[src/rtl/player_shot_controller.sv]
// player_shot_controller: launches, flies and retires the player's single
// laser shot, then holds off the next launch for a frame-counted cooldown.
module player_shot_controller #(
  parameter int SHOT_SPEED      = 8,
  parameter int PLAYER_WIDTH    = 64,
  parameter int SHOT_WIDTH      = 4,
  parameter int SHOT_HEIGHT     = 16,
  parameter int TOP_LIMIT       = 16,
  parameter int COOLDOWN_FRAMES = 8
) (
  input  logic               clk,
  input  logic               resetN,
  input  logic               startOfFrame,
  input  logic               enter,
  input  logic               playGame,
  input  logic               shotHit,
  input  logic signed [10:0] playerTopLeftX,
  input  logic signed [10:0] playerTopLeftY,
  output logic signed [10:0] shotTopLeftX,
  output logic signed [10:0] shotTopLeftY,
  output logic               shotActive,
  output logic               shotFired,
  output logic [7:0]         shotCount
);

  typedef enum logic [1:0] {
    IDLE     = 2'd0,
    FLYING   = 2'd1,
    COOLDOWN = 2'd2
  } state_t;

  // Shot is centred horizontally on the player and sits just above it.
  localparam logic signed [10:0] X_OFFSET   = 11'(PLAYER_WIDTH / 2 - SHOT_WIDTH / 2);
  localparam logic signed [10:0] Y_OFFSET   = 11'(SHOT_HEIGHT);
  // Flight arithmetic is one bit wider so a shot near the top cannot wrap.
  localparam logic signed [11:0] SPEED_12   = 12'(SHOT_SPEED);
  localparam logic signed [11:0] LIMIT_12   = 12'(TOP_LIMIT);
  localparam logic [15:0]        COOL_LOAD  = 16'(COOLDOWN_FRAMES);

  state_t             state_r;
  logic               enterD_r;
  logic [15:0]        cooldownCnt_r;

  logic               press_s;
  logic signed [10:0] launchX_s;
  logic signed [10:0] launchY_s;
  logic signed [11:0] newY_s;
  logic               topReached_s;

  // Launch coordinates, next flight position and fire-key edge detection.
  always_comb begin
    press_s      = enter & ~enterD_r;
    launchX_s    = playerTopLeftX + X_OFFSET;
    launchY_s    = playerTopLeftY - Y_OFFSET;
    newY_s       = {shotTopLeftY[10], shotTopLeftY} - SPEED_12;
    topReached_s = (newY_s < LIMIT_12);
  end

  // Shot state machine with registered coordinates, flags and launch count.
  always_ff @(posedge clk) begin
    if (resetN || !playGame) begin
      state_r       <= IDLE;
      enterD_r      <= 1'b0;
      cooldownCnt_r <= 16'd0;
      shotTopLeftX  <= 11'sd0;
      shotTopLeftY  <= 11'sd0;
      shotActive    <= 1'b0;
      shotFired     <= 1'b0;
      shotCount     <= 8'd0;
    end else begin
      enterD_r  <= enter;
      shotFired <= 1'b0;
      case (state_r)
        IDLE: begin
          if (press_s) begin
            shotTopLeftX <= launchX_s;
            shotTopLeftY <= launchY_s;
            shotFired    <= 1'b1;
            shotActive   <= 1'b1;
            shotCount    <= shotCount + 8'd1;
            state_r      <= FLYING;
          end
        end
        FLYING: begin
          if (shotHit) begin
            // A hit wins over a same-cycle frame tick: Y stays where it was.
            cooldownCnt_r <= COOL_LOAD;
            shotActive    <= 1'b0;
            state_r       <= COOLDOWN;
          end else if (startOfFrame) begin
            if (topReached_s) begin
              cooldownCnt_r <= COOL_LOAD;
              shotActive    <= 1'b0;
              state_r       <= COOLDOWN;
            end else begin
              shotTopLeftY <= newY_s[10:0];
            end
          end
        end
        COOLDOWN: begin
          if (cooldownCnt_r == 16'd0) begin
            state_r <= IDLE;
          end else if (startOfFrame) begin
            cooldownCnt_r <= cooldownCnt_r - 16'd1;
          end
        end
        default: begin
          state_r    <= IDLE;
          shotActive <= 1'b0;
        end
      endcase
    end
  end

endmodule

[config.mk]
export PLATFORM = sky130hd
export DESIGN_NAME = player_shot_controller
export DESIGN_NICKNAME = d
export VERILOG_FILES = /design/src/rtl/player_shot_controller.sv
export SDC_FILE = /design/constraint.sdc
export NUM_CORES = 1
export LEC_CHECK = 0
export CORE_MARGIN = 10
export CORE_UTILIZATION = 55
export CTS_CLUSTER_DIAMETER = 60
export DETAILED_ROUTE_END_ITERATION = 16
export HOLD_SLACK_MARGIN = 0.15
export MAX_ROUTING_LAYER = met4
export PLACE_DENSITY = 0.86
export SLEW_MARGIN = 10
export SYNTH_ARGS = -nofsm -noshare
export SYNTH_HDL_FRONTEND = slang
export SYNTH_SLANG_ARGS = --single-unit
export TNS_END_PERCENT = 5
[constraint.sdc]
create_clock -name clk -period 3.1 [get_ports clk]
set_input_delay 0.31 -clock clk [delete_from_list [all_inputs] [get_ports clk]]
set_output_delay 0.31 -clock clk [all_outputs]
set_load 0.03 [all_outputs]
==> results.cfg, run 1 <==
[outcome]
status = completed

[worst_setup_path]
required_ns = 3.31
rrSetupSlack_ns = 0.41
arrival_ns = 2.90
worstPathCellList = inv_1 > ha_1 > xnor2_1 > nand4_1 > o21ai_4 > a21oi_1 > o21ai_1 > o21ba_1
cpPeakStageDelay_ns = 0.82
cp_num_buf_inv = 1
worstSetupPathType = register to register
startpoint_type = register
critPathMaxFanout = 15
cp_slowest_cell = o21ai_1
critPathCaptureType = register
crit_family = compound AO/OA/AOI/OAI gates

[die]
rows = 26
die_w_um = 91.9
ios = 60
start_util = 0.564
die_h_um = 91.9
design.die.area_um2 = 8440
core_um2 = 5040

[synthesis]
ys_ff_latch = 51
yosysUniqueCellTypes = 53
ys_warn_count = 0
syn_area_per_cell_um2 = 8.17
synth-main-ff-cell = dfxtp_1
syn_nets = 381
synth_edf_count = 0
synth_cells = 348
async_reset_ff_frac = 0
synth-seq-area-share = 0.359
syn_area_um2 = 2840

[routing]
drtIter0Drc = 168
wirelength_mm = 7.24
num_vias = 2713
postRouteAntennaNets = 0
drc = 0
dr.pass1.iters = 4
avgViaCountPerCell = 5.78
wl_per_cell_um = 15.4

[timing]
slew_headroom = 0.311
worst_clock_skew_ns = 0.00678
tightestPinTransition_ns = 1.03
holdWs_ns = 0.464
hold_viol = 0
fin_crit_ns = 2.69
slew_violations = 0
max_freq_mhz = 372
rsz0062_at_grt = no
setup_viol = 0
tns_ns = 0
fin_crit_sh = 0.868

[global_routing]
grt_pass1_wl_mm = 12.4
track_usage = 0.178
grt_max_degree = 35
antenna_found_initial = 0
overflow = 0
first_global_vias = 2721

[cts]
hold_buffers = 0
clock_sinks = 51
cts.repair.resized = 0
clk_pin_slew_ns = 0.10
clock_latency_ns = 0.31
cts_buffer_depth = 2
h-tree-depth = 2
cts_tree = yes
numCtsBuffers = 5
cts_root_buf = clkbuf_8
cts_setup_buffers = 0

[layout]
finalNetCount = 431
final_util = 0.704
final_cell_mix = clkdlybuf4s50_1 (59), dfxtp_1 (51), nand2_1 (31), nor2_1 (30), a21oi_1 (30)
antenna_cells = 0
drive_gt1_frac = 0.0551
area_growth_pct = 24.9
mostFrequentLayoutCell = clkdlybuf4s50_1

[power_and_ir_drop]
clkPwrFrac = 0.292
leakage_uw = 0.00130
powerDensity_nw_per_um2 = 405
sw_frac_of_total = 0.305
switching_power_uw = 439
ir_drop_v = 0.000281
seqPwrFrac = 0.485
comb_power_share = 0.223
p_int_uw = 999

[placed_design]
numPortBuffers = 59
hpwlAfterDp_mm = 5.43
gp_congestion = 0.872

[hold_path]
hp-class = register to register

[job]
maxCapViolCount = 0
[logic make-up after synthesis]
logic type,share of synthesized area
AND/OR/NAND/NOR,0.290
AO/OA/AOI/OAI,0.205
flip-flops,0.359
buffers and inverters,0.0489
XOR/XNOR,0.0647
adder cells (fa/ha/maj),0.0220
multiplexers,0.0106
[flip-flops by register name (all words and copies together) (netlist names)]
signal         flops
cooldownCnt_r     16
shotTopLeftX      11
shotTopLeftY      11
shotCount          8
state_r            2
enterD_r           1
shotActive         1
shotFired          1
[worst min-delay path, stage by stage (launching register included)]
cell     delay (ns)
dfxtp_1        0.33
nand2_1        0.05
a21oi_1        0.05
[layer usage]
layer / global-route usage / wire length (µm)
met1: 0.195 / 3020
met2: 0.298 / 3550
met3: 0.0668 / 579
met4: 0.0450 / 96
met5: - / 0
[path summary, 6_finish.rpt]
check | endpoint | cells past startpoint | start
worst max-delay path | cooldownCnt_r[6] | 8 | shotTopLeftY[3]
worst min-delay path | shotTopLeftX[5] | 2 | shotTopLeftX[5]
worst max register to register | cooldownCnt_r[6] | 8 | shotTopLeftY[3]
worst min register to register | shotTopLeftX[5] | 2 | shotTopLeftX[5]
[cell usage after synthesis (7+ instances only)]
cell / number / area [µm²]
a211oi_1: 11 / 82.6
a21oi_1: 30 / 150
a31oi_1: 8 / 50.1
and3_1: 7 / 43.8
clkbuf_1: 13 / 48.8
dfxtp_1: 51 / 1020
inv_1: 12 / 45.0
nand2_1: 31 / 116
nand2b_1: 9 / 56.3
nand3_1: 14 / 70.1
nor2_1: 30 / 113
nor2b_1: 8 / 50.1
nor3_1: 7 / 35.0
xnor2_1: 8 / 70.1
xor2_1: 13 / 114
[area by class of cell]
class,instances,area (µm²)
clock buffer,6,82.6
fill,427,1490
inverter,12,45.0
tap,70,87.6
sequential,51,1020
multi-input combinational,266,1680
timing repair buffer,62,613
clock inverter,2,16.3
[per-stage QoR]
step           instance area, µm²  power (µW)  instances  worst slack (ns)
3_5_place_dp                 3450        1030        461             0.392
3_3_place_gp                 3450        1020        461             0.503
5_1_grt                      3550        1500        469             0.148
4_1_cts                      3550        1440        469             0.402
2_1_floorplan                2840         922        348             0.855
6_report                     3550        1440        469             0.409
[power groups by stage]
| stage | combinational [µW] | sequential (µW) | clock [µW] |
|---|---|---|---|
| after floorplan | 187 | 735 | 0 |
| after global placement | 311 | 710 | 0 |
| after detailed placement | 318 | 712 | 0 |
| after CTS | 321 | 697 | 419 |
| after global routing | 352 | 701 | 446 |
| final | 321 | 698 | 419 |
Note: power is estimated with default switching activity, not from simulation.
==> run 2: changes to the inputs <==
- CORE_ASPECT_RATIO: not set -> 2
- GPL_TIMING_DRIVEN: not set -> 0
==> results.cfg, run 2 (synthesized netlist as in run 1, its figures left out) <==
[routing]
avgViaCountPerCell = 5.91
wirelength_mm = 7.77
dr.pass1.iters = 4
drc = 0
drtIter0Drc = 157
num_vias = 2797
wl_per_cell_um = 16.4
postRouteAntennaNets = 0

[timing]
tightestPinTransition_ns = 0.623
max_freq_mhz = 395
rsz0062_at_grt = no
tns_ns = 0
setup_viol = 0
worst_clock_skew_ns = 0.0133
fin_crit_ns = 2.53
hold_viol = 0
slew_violations = 0
slew_headroom = 0.584
fin_crit_sh = 0.816

[placed_design]
numPortBuffers = 59
hpwlAfterDp_mm = 6.23
gp_congestion = 0.876

[die]
ios = 60
rows = 37
core_um2 = 5090
die_h_um = 122
die_w_um = 70.8
design.die.area_um2 = 8620
start_util = 0.558

[global_routing]
grt_pass1_wl_mm = 12.8
antenna_found_initial = 0
overflow = 0
grt_max_degree = 18
track_usage = 0.184
first_global_vias = 2756

[layout]
area_growth_pct = 27.4
mostFrequentLayoutCell = clkdlybuf4s50_1
antenna_cells = 0
finalNetCount = 447
final_cell_mix = clkdlybuf4s50_1 (59), dfxtp_1 (51), nand2_1 (31), nor2_1 (30), a21oi_1 (30)
top_register = cooldownCnt_r
drive_gt1_frac = 0.0578
final_util = 0.711
largest_register_ffs = 16
largest_registers = cooldownCnt_r: 16 flops, shotTopLeftX: 11 flops, shotTopLeftY: 11 flops

[power_and_ir_drop]
leakage_uw = 0.00133
ir_drop_v = 0.000565
powerDensity_nw_per_um2 = 421

[cts]
hold_buffers = 0
cts_root_buf = clkbuf_8
cts.repair.resized = 0
clk_pin_slew_ns = 0.11
cts_tree = yes
clock_latency_ns = 0.33
cts_buffer_depth = 2
cts_setup_buffers = 0
numCtsBuffers = 5
h-tree-depth = 2
clock_sinks = 51

[worst_setup_path]
cpPeakStageDelay_ns = 0.47
startpoint_type = register
worstPathCellList = inv_1 > ha_1 > xnor2_1 > nand4_1 > o21ai_4 > a21oi_1 > o21ai_1 > buf_2 > a21oi_1
required_ns = 3.30
rrSetupSlack_ns = 0.57
arrival_ns = 2.73
critPathMaxFanout = 10
critPathCaptureType = register
crit_top_cell = a21oi_1
cp_slowest_cell = o21ai_1
worstSetupPathType = register to register

[job]
maxCapViolCount = 0

[outcome]
status = completed

[hold_path]
hp-class = register to register
[run 2: layer usage]
| layer | part of all wire | global-route usage |
|---|---|---|
| met5 | 0 | - |
| met4 | 0.030 | 0.0754 |
| met3 | 0.040 | 0.0439 |
| met2 | 0.56 | 0.350 |
| met1 | 0.37 | 0.167 |
[run 2: path summary, 6_finish.rpt]
path,cells after the start,from,to
worst min-delay path,2,shotTopLeftX[5],shotTopLeftX[5]
worst min register to register,2,shotTopLeftX[5],shotTopLeftX[5]
worst max register to register,9,shotTopLeftY[4],cooldownCnt_r[9]
worst max-delay path,9,shotTopLeftY[4],cooldownCnt_r[9]
[run 2: area by class of cell]
| class | instances | area, µm² |
|---|---|---|
| Buffer | 19 | 93.8 |
| Clock buffer | 5 | 68.8 |
| Clock inverter | 3 | 47.5 |
| Fill cell | 379 | 1470 |
| Inverter | 12 | 45.0 |
| Multi-Input combinational cell | 266 | 1680 |
| Sequential cell | 51 | 1020 |
| Tap cell | 58 | 72.6 |
| Timing Repair Buffer | 59 | 591 |
[run 2: critical path, delay by kind of cell (launching register included)]
family                     cells  cell delay, ns
AOI/OAI and AO/OA              4            0.95
DFF                            1            0.45
xor gates and xnor gates       1            0.21
adders and majority gates      1            0.22
and+or+nand+nor                1            0.17
buffers and inverters          2            0.41
[run 2: stage by stage]
step                cells  hold WS, ns  setup slack (ns)  cell area [µm²]  power (µW)
detailed placement    465        0.449             0.576             3500        1040
floorplan             348        0.406             0.855             2840         922
CTS                   473        0.462             0.610             3620        1530
finish                473        0.455             0.570             3620        1520
global route          473        0.479             0.278             3620        1580
global placement      465        0.442             0.647             3500        1040
[run 2: power breakdown]
part | switching [µW] | internal (µW) | total [µW]
registers | 19.5 | 676 | 695
logic | 188 | 146 | 334
clock network | 250 | 245 | 495
total | 458 | 1070 | 1520
==> run 3: changes to the inputs <==
- CORE_UTILIZATION: 55 -> 46
- PLACE_DENSITY: 0.86 -> 0.77
- clock period: 3.1 -> 2.25 ns (I/O delays scaled with it)
==> results.cfg, run 3 (synthesized netlist as in run 1, its figures left out) <==
[placed_design]
gp_congestion = 0.869
placed_cells = 470
numPortBuffers = 59
hpwlAfterDp_mm = 6.32

[layout]
seq_area_um2 = 1030
area_growth_pct = 32.9
largest_registers = cooldownCnt_r: 16 flops, shotTopLeftX: 11 flops, shotTopLeftY: 11 flops
finalNetCount = 456
antenna_cells = 0
drive_gt1_frac = 0.108
mostFrequentLayoutCell = clkdlybuf4s50_1
final_util = 0.629
multi_input_area_um2 = 1730
largest_register_ffs = 16
fill_cells = 552
final_cell_mix = clkdlybuf4s50_1 (59), dfxtp_1 (49), nand2_1 (31), nor2_1 (30), a21oi_1 (29)
top_register = cooldownCnt_r
instances_no_fill = 487

[power_and_ir_drop]
leakage_uw = 0.00141
powerDensity_nw_per_um2 = 589
ir_drop_v = 0.000582

[global_routing]
antenna_found_initial = 0
grt_max_degree = 16
first_global_vias = 2903
overflow = 0
grt_pass1_wl_mm = 13.4
track_usage = 0.174

[worst_setup_path]
critPathCaptureType = register
cp_slowest_cell = or4_1
worstRegToRegCells = 9
startpoint_type = register
worstPathCellList = inv_1 > ha_1 > xnor2_2 > nand4_1 > o21ai_4 > a31oi_2 > buf_6 > or4_1 > a21oi_1
worstSetupPathType = register to register
cpPeakStageDelay_ns = 0.40
arrival_ns = 2.37
critPathMaxFanout = 10
required_ns = 2.48

[timing]
worst_clock_skew_ns = 0.00532
slew_violations = 0
max_freq_mhz = 467
fin_crit_sh = 0.951
tightestPinTransition_ns = 0.596
fin_crit_ns = 2.14
slew_headroom = 0.602
rsz0062_at_grt = yes
hold_viol = 0
tns_ns = 0
setup_viol = 0

[cts]
cts_tree = yes
numCtsBuffers = 5
cts_buffer_depth = 2
h-tree-depth = 2
hold_buffers = 0
clock_latency_ns = 0.30
clock_sinks = 51
cts_root_buf = clkbuf_16
clk_pin_slew_ns = 0.07

[die]
die_w_um = 75.6
design.die.area_um2 = 9910
ios = 60
rows = 40
core_um2 = 6010
die_h_um = 131
start_util = 0.473

[routing]
postRouteAntennaNets = 0
drc = 0
avgViaCountPerCell = 5.85
num_vias = 2847
drtIter0Drc = 195
wl_per_cell_um = 17.0
dr.pass1.iters = 4
wirelength_mm = 8.28

[hold_path]
min_path_cells = 2
hp-class = register to register

[job]
maxCapViolCount = 0

[outcome]
status = completed
## run 3: cell types whose count changed in the layout (fill, tap and decap cells not counted), moves of 2 or more
cell	delta
clkbuf_1	-3
clkbuf_2	+3
clkbuf_16	+5
buf_4	+10
dfxtp_1	-2
clkbuf_8	-5
## run 3: per-layer routing
| layer | GRT usage | up-vias | routed length (µm) |
|---|---|---|---|
| met1 | 0.155 | 1347 | 2810 |
| met2 | 0.317 | 72 | 4770 |
| met5 | - | - | 0 |
| met3 | 0.0475 | 23 | 412 |
| li1 | - | 1405 | - |
| met4 | 0.0800 | 0 | 278 |
## run 3: area by class of cell
class	count	area share
clock buffers	6	0.0341
multi-input cells	266	0.457
repair buffers	70	0.178
clock inverters	2	0.00331
plain buffers	17	0.0235
inverters	12	0.0119
well taps	63	0.0209
flip-flops and latches	51	0.272
## run 3: worst max-delay path: cells and delay by family, from the launching register on
family,cells,cell delay (ns)
DFF,1,0.39
buffers and inverters,2,0.21
xor gates and xnor gates,1,0.18
AOI/OAI and AO/OA,3,0.50
and+or+nand+nor,2,0.55
adders and majority gates,1,0.25
## run 3: final timing paths
check                                startpoint                 to  slack [ns]
worst max-delay path            shotTopLeftY[3]  cooldownCnt_r[11]        0.11
worst min-delay path            shotTopLeftX[0]    shotTopLeftX[0]        0.45
worst max register to register  shotTopLeftY[3]  cooldownCnt_r[11]        0.11
worst min register to register  shotTopLeftX[0]    shotTopLeftX[0]        0.45
## run 3: report_power, final
group / switching, µW / leakage [µW] / internal [µW] / total [µW]
clock: 347 / 0.0000669 / 411 / 758
combinational: 275 / 0.000928 / 231 / 507
sequential: 29.0 / 0.000415 / 931 / 960
## run 3: per-stage QoR
stage / area [µm²] / hold slack (ns) / total power (µW) / setup slack, ns
after floorplan: 2840 / 0.321 / 1270 / 0.00494
after global placement: 3510 / 0.438 / 1430 / -0.197
after detailed placement: 3510 / 0.446 / 1440 / -0.283
after CTS: 3680 / 0.455 / 2210 / 0.000527
after global routing: 3780 / 0.475 / 2310 / -0.0426
final: 3780 / 0.454 / 2230 / 0.110
## run 3: timing repair
action,4_1_cts,5_1_grt
cloned,0,0
pin swaps,2,4
setup buffers,2,9
setup endpoints to repair,17,24
gates resized for setup,3,13
